===== src/rtl/pmem_burst_adaptor_pkg.sv =====
// Shared types and geometry for the L2-to-memory burst adaptor.
package pmem_burst_types;

  localparam int unsigned LINE_W   = 256;
  localparam int unsigned BEAT_W   = 64;
  localparam int unsigned BEATS    = LINE_W / BEAT_W;
  localparam int unsigned OFFSET_W = 5;

  typedef enum logic [1:0] {
    IDLE  = 2'd0,
    READ  = 2'd1,
    WRITE = 2'd2,
    DONE  = 2'd3
  } state_t;

endpackage


===== src/rtl/pmem_burst_adaptor.sv =====
// Splits 256-bit L2 line transfers into 4x64-bit memory bursts and reassembles reads.
// Optional perf counters: define PMEM_BURST_ADAPTOR_PERF_EN.
module pmem_burst_adaptor
  import pmem_burst_types::*;
(
  input  logic                clk,
  input  logic                rst,
  input  logic [31:0]         address_i,
  input  logic                read_i,
  input  logic                write_i,
  input  logic [LINE_W-1:0]   line_i,
  output logic [LINE_W-1:0]   line_o,
  output logic                resp_o,
  output logic [31:0]         address_o,
  output logic                read_o,
  output logic                write_o,
  output logic [BEAT_W-1:0]   burst_o,
`ifdef PMEM_BURST_ADAPTOR_PERF_EN
  output logic [31:0]         read_lines_o,
  output logic [31:0]         write_lines_o,
  output logic [31:0]         stall_cycles_o,
`endif
  input  logic [BEAT_W-1:0]   burst_i,
  input  logic                resp_i
);

  state_t              r_state;
  state_t              w_next;
  logic [1:0]          r_beat;
  logic [31:0]         r_addr;
  logic [LINE_W-1:0]   r_wline;
  logic [LINE_W-1:0]   r_line;
  logic [7:0]          w_lsb;

  assign w_lsb = {r_beat, 6'd0};

  always_comb begin
    w_next = r_state;
    unique case (r_state)
      IDLE: begin
        if (write_i)     w_next = WRITE;
        else if (read_i) w_next = READ;
      end
      READ, WRITE: begin
        if (resp_i && (r_beat == 2'd3)) w_next = DONE;
      end
      DONE:    w_next = IDLE;
      default: w_next = IDLE;
    endcase
  end

  // beat is a 2-bit counter, so the 3->0 wrap coincides with the exit to DONE
  always_ff @(posedge clk) begin
    if (rst) begin
      r_state <= IDLE;
      r_beat  <= '0;
      r_addr  <= '0;
      r_wline <= '0;
      r_line  <= '0;
    end else begin
      r_state <= w_next;
      unique case (r_state)
        IDLE: begin
          if (write_i) begin
            r_wline <= line_i;
            r_addr  <= {address_i[31:OFFSET_W], {OFFSET_W{1'b0}}};
            r_beat  <= '0;
          end else if (read_i) begin
            r_addr  <= {address_i[31:OFFSET_W], {OFFSET_W{1'b0}}};
            r_beat  <= '0;
          end
        end
        READ: begin
          if (resp_i) begin
            r_line[w_lsb +: BEAT_W] <= burst_i;
            r_beat                  <= r_beat + 2'd1;
          end
        end
        WRITE: begin
          if (resp_i) r_beat <= r_beat + 2'd1;
        end
        default: ;
      endcase
    end
  end

  assign read_o    = (r_state == READ);
  assign write_o   = (r_state == WRITE);
  assign resp_o    = (r_state == DONE);
  assign address_o = r_addr;
  assign line_o    = r_line;
  assign burst_o   = (r_state == WRITE) ? r_wline[w_lsb +: BEAT_W] : '0;

`ifdef PMEM_BURST_ADAPTOR_PERF_EN
  logic [31:0] r_rd_lines;
  logic [31:0] r_wr_lines;
  logic [31:0] r_stalls;
  logic        w_done_entry;

  assign w_done_entry = (w_next == DONE) && (r_state != DONE);

  always_ff @(posedge clk) begin
    if (rst) begin
      r_rd_lines <= '0;
      r_wr_lines <= '0;
      r_stalls   <= '0;
    end else begin
      if (w_done_entry && (r_state == READ))  r_rd_lines <= r_rd_lines + 32'd1;
      if (w_done_entry && (r_state == WRITE)) r_wr_lines <= r_wr_lines + 32'd1;
      if (((r_state == READ) || (r_state == WRITE)) && !resp_i)
        r_stalls <= r_stalls + 32'd1;
    end
  end

  assign read_lines_o   = r_rd_lines;
  assign write_lines_o  = r_wr_lines;
  assign stall_cycles_o = r_stalls;
`endif

endmodule


===== config.mk =====
export PLATFORM = sky130hd
export DESIGN_NAME = pmem_burst_adaptor
export DESIGN_NICKNAME = d
export VERILOG_FILES = /design/src/rtl/pmem_burst_adaptor_pkg.sv /design/src/rtl/pmem_burst_adaptor.sv
export SDC_FILE = /design/constraint.sdc
export NUM_CORES = 1
export LEC_CHECK = 0
export ABC_AREA = 1
export CAP_MARGIN = 10
export CORE_AREA = 5 5 273 275
export DETAILED_ROUTE_END_ITERATION = 8
export DIE_AREA = 0 0 278 280
export PLACE_DENSITY_LB_ADDON = 0.3
export SLEW_MARGIN = 20
export SYNTH_ARGS = -nofsm -noshare
export SYNTH_HDL_FRONTEND = slang
export SYNTH_SLANG_ARGS = --single-unit

===== constraint.sdc =====
create_clock -name clk -period 2.7 [get_ports clk]
set_input_delay 0.27 -clock clk [delete_from_list [all_inputs] [get_ports clk]]
set_output_delay 0.27 -clock clk [all_outputs]
set_load 0.02 [all_outputs]

==> results.txt <==
The total standard cell area after synthesis is 0.0223 sq mm. The clock slew seen by the registers of the worst setup and hold paths came out at 0.06 ns. The number of unique standard cell types used by synthesis came out at 17. The number of max-cap violations is 0. The number of CTS-inserted buffers came out at 60. The via count of the first global-routing pass came out at 21100. The proportion of synthesized chip area in sequential cells is 0.487.

The utilization after layout is 0.450. The worst max-slew margin expressed relative to the limit came out at 0.389. Of the available clock period, the critical path in the final layout requires 0.960. The remaining routing DRC violations is 0. The startpoint of the most critical setup path is r_state[0]. The total count of hold-check failures in the final report is 0. The sum of routed wire length over all layers came out at 90.1 mm. The final setup TNS is 0 ns. The HPWL after detailed placement is 63.8 mm. The synthesized design contains 543 register bits. The first-pass GRT wire length is 132 mm. The startpoint identified for the worst register-to-register timing path is r_beat[0]. The count of fill cells added during filler insertion came out at 7449.

The die is 278 um wide. The number of DRC markers after the initial detailed-route iteration came out at 1561. The actual slew at the worst max-slew pin is 0.916 ns. The clock period minus final worst setup slack is 2.59 ns. For this design the static power due to leakage is 12.5 nW. The die boundary height came out at 280 um. Buffers placed on the I/O ports in this run total 701. STA classifies the critical path endpoint as an output port.

Entering global routing, the biggest net connects 190 pins. STA classifies the critical path startpoint as a flop. The initial antenna violation count came out at 17. The signal arrival time at the worst endpoint is 2.32 ns.

The first-pass detailed-route iteration total is 5. The peak supply drop came out at 0.602 mV. Setup slack closes at 0.107 ns.

The cell count after synthesis came out at 3189. The Yosys step of the flow raised 0 warnings. The placeable core region is 0.0721 sq mm. The worst slack at placement came out at 0.241 ns. The antenna violation net count after detailed routing came out at 0. The net count reported at finish came out at 4138.

The maximum number of buffers from clock root to sink is 3. The count of H-tree levels built during CTS is 2. Setup repair after global routing left no endpoint under its margin. The floorplan row count came out at 99. After synthesis, the cell types taking the most area are sky130_fd_sc_hd__dfxtp_1 49%, sky130_fd_sc_hd__nor2_1 13%, sky130_fd_sc_hd__o21ai_0 9.3%.

The starting density of the core is 0.310. The worst clock skew is 0.0221 ns. The via total after detailed routing is 22800. TritonCTS built the clock tree. The die area is 0.0778 sq mm. The area added between synthesis and finish came out at 45.3%. Clock latency on the worst-skew pair, taken at its later pin, is 0.63 ns. In this run the power density over the cells is 914 mW/mm^2. The tree is rooted in a sky130_fd_sc_hd__clkbuf_16.

The total power consumption of the routed design is 29.7 mW. The weighted congestion reported at the end of routability-driven placement is 0.834. The path class of the tightest hold or removal check is input port to flop. A synthesized cell averages 7.00 sq um. The total congestion overflow after global routing came out at 0. Static timing analysis puts the maximum clock frequency at 386 MHz.

The data required time of the critical path came out at 2.43 ns. The detail-routed via count per cell came out at 4.76. The startpoint identified for the worst hold timing path is rst.

In this run the worst path has a maximum fanout of 21. Setup violations remaining at the end of the flow were counted as 0. The average wire length per cell after detail routing came out at 18.8 um. The critical path in this run is classified as flop to output port. The TritonCTS sink count came out at 543.

The count of final max-slew check failures was 0. The run finished with clean final reports. The area share of the largest cell type after synthesis came out at 0.487.

The number of ports placed on the die boundary is 712. Of the cells placed in the final design, the portion with a size suffix greater than 1 is 0.0577. The top cell type by total area after synthesis is sky130_fd_sc_hd__dfxtp_1. The all-layer global routing usage is 0.216.
[power by group]
| part | total, mW | switching (mW) | internal [mW] |
|---|---|---|---|
| sequential | 10.3 | 0.764 | 9.56 |
| combinational | 10.6 | 6.83 | 3.78 |
| clock | 8.74 | 3.44 | 5.30 |
[critical path, stage by stage (launching register included)]
cell	delay [ns]
sky130_fd_sc_hd__dfxtp_1	0.33
sky130_fd_sc_hd__inv_1	0.13
sky130_fd_sc_hd__ha_2	0.25
sky130_fd_sc_hd__clkinv_4	0.14
sky130_fd_sc_hd__bufbuf_16	0.35
sky130_fd_sc_hd__a21oi_1	0.13
sky130_fd_sc_hd__dlygate4sd2_1	0.39
[metrics by stage]
step                      hold WS, ns  cell area (sq um)  std cells
after global routing            0.102              32500       4783
after detailed placement        0.442              30400       4665
after global placement          0.437              30400       4665
after floorplan                 0.429              22400       3193
after CTS                      0.0806              32500       4775
final                           0.105              32500       4785
[synth_stat cells]
library cell	instances
sky130_fd_sc_hd__inv_1	140
sky130_fd_sc_hd__nand3_1	132
sky130_fd_sc_hd__nor2_4	4
sky130_fd_sc_hd__nand2_1	525
sky130_fd_sc_hd__nor2_2	2
sky130_fd_sc_hd__conb_1	1
sky130_fd_sc_hd__buf_4	20
sky130_fd_sc_hd__o21ai_2	1
sky130_fd_sc_hd__nor2_1	764
sky130_fd_sc_hd__clkbuf_1	99
sky130_fd_sc_hd__o21ai_0	417
sky130_fd_sc_hd__dfxtp_1	543
sky130_fd_sc_hd__a21oi_1	386
sky130_fd_sc_hd__inv_2	6
sky130_fd_sc_hd__buf_1	10
sky130_fd_sc_hd__ha_1	10
sky130_fd_sc_hd__buf_2	129
[cells in the final DEF (no fill, tap or decap), drive strengths merged]
cell type | Yosys | final
nor2 | 770 | 770
nand2 | 525 | 525
o21ai | 418 | 418
clkdlybuf4s15 | 0 | 9
diode | 0 | 10
clkbuf | 99 | 110
nand3 | 132 | 132
a21oi | 386 | 386
dlygate4sd2 | 0 | 30
bufbuf | 0 | 1
dfxtp | 543 | 543
buf | 159 | 76
clkinvlp | 0 | 1
bufinv | 0 | 8
conb | 1 | 5
clkinv | 0 | 11
clkdlybuf4s50 | 0 | 636
ha | 10 | 10
inv | 146 | 145
[kinds of logic after synthesis]
kind of cell               count (synthesis)  share of synthesized area
and+or+nand+nor                         1427                      0.249
AOI/OAI and AO/OA                        804                      0.180
DFF                                      543                      0.487
buffers and inverters                    404                     0.0785
adders and majority gates                 10                    0.00560
other                                      1                   0.000168
[sequential cells by signal, summed over array words and instances (netlist names)]
register,cells
line_o,256
r_state,2
address_o,27
r_wline,256
r_beat,2
[metal layers]
layer | vias to the layer above | part of all wire | wire length, um | global-route usage
li1 | 11400 | - | - | -
met1 | 10500 | 0.40 | 36100 | 0.256
met2 | 708 | 0.50 | 44600 | 0.379
met3 | 144 | 0.073 | 6600 | 0.0610
met4 | 14 | 0.029 | 2650 | 0.0673
met5 | - | 0.0012 | 106 | 0
[area by class of cell]
type / count / area [sq um] / area share
Clock inverter: 19 / 334 / 0.0103
Tap cell: 959 / 1200 / 0.0370
Inverter: 146 / 573 / 0.0177
Sequential cell: 543 / 10900 / 0.335
Timing Repair Buffer: 774 / 7890 / 0.243
Clock buffer: 88 / 1780 / 0.0548
Antenna cell: 10 / 25.0 / 0.000771
Multi-Input combinational cell: 2246 / 9780 / 0.301
[path summary, 6_finish.rpt]
kind                 end  slack [ns]  depth (start not counted)
max          burst_o[24]        0.11                          6
min           line_o[33]        0.10                          4
max reg2reg  line_o[211]        0.54                          6
min reg2reg  r_wline[96]        0.45                          2
[timing repair]
item / CTS / global route
gates cloned: 1 / 0
setup endpoints to repair: 64 / 28
resized for setup: 69 / 55
hold buffers: 0 / 0
buffers inserted: 2 / 0
hold endpoints to repair: 0 / 0
(Power assumes the default switching activity.)
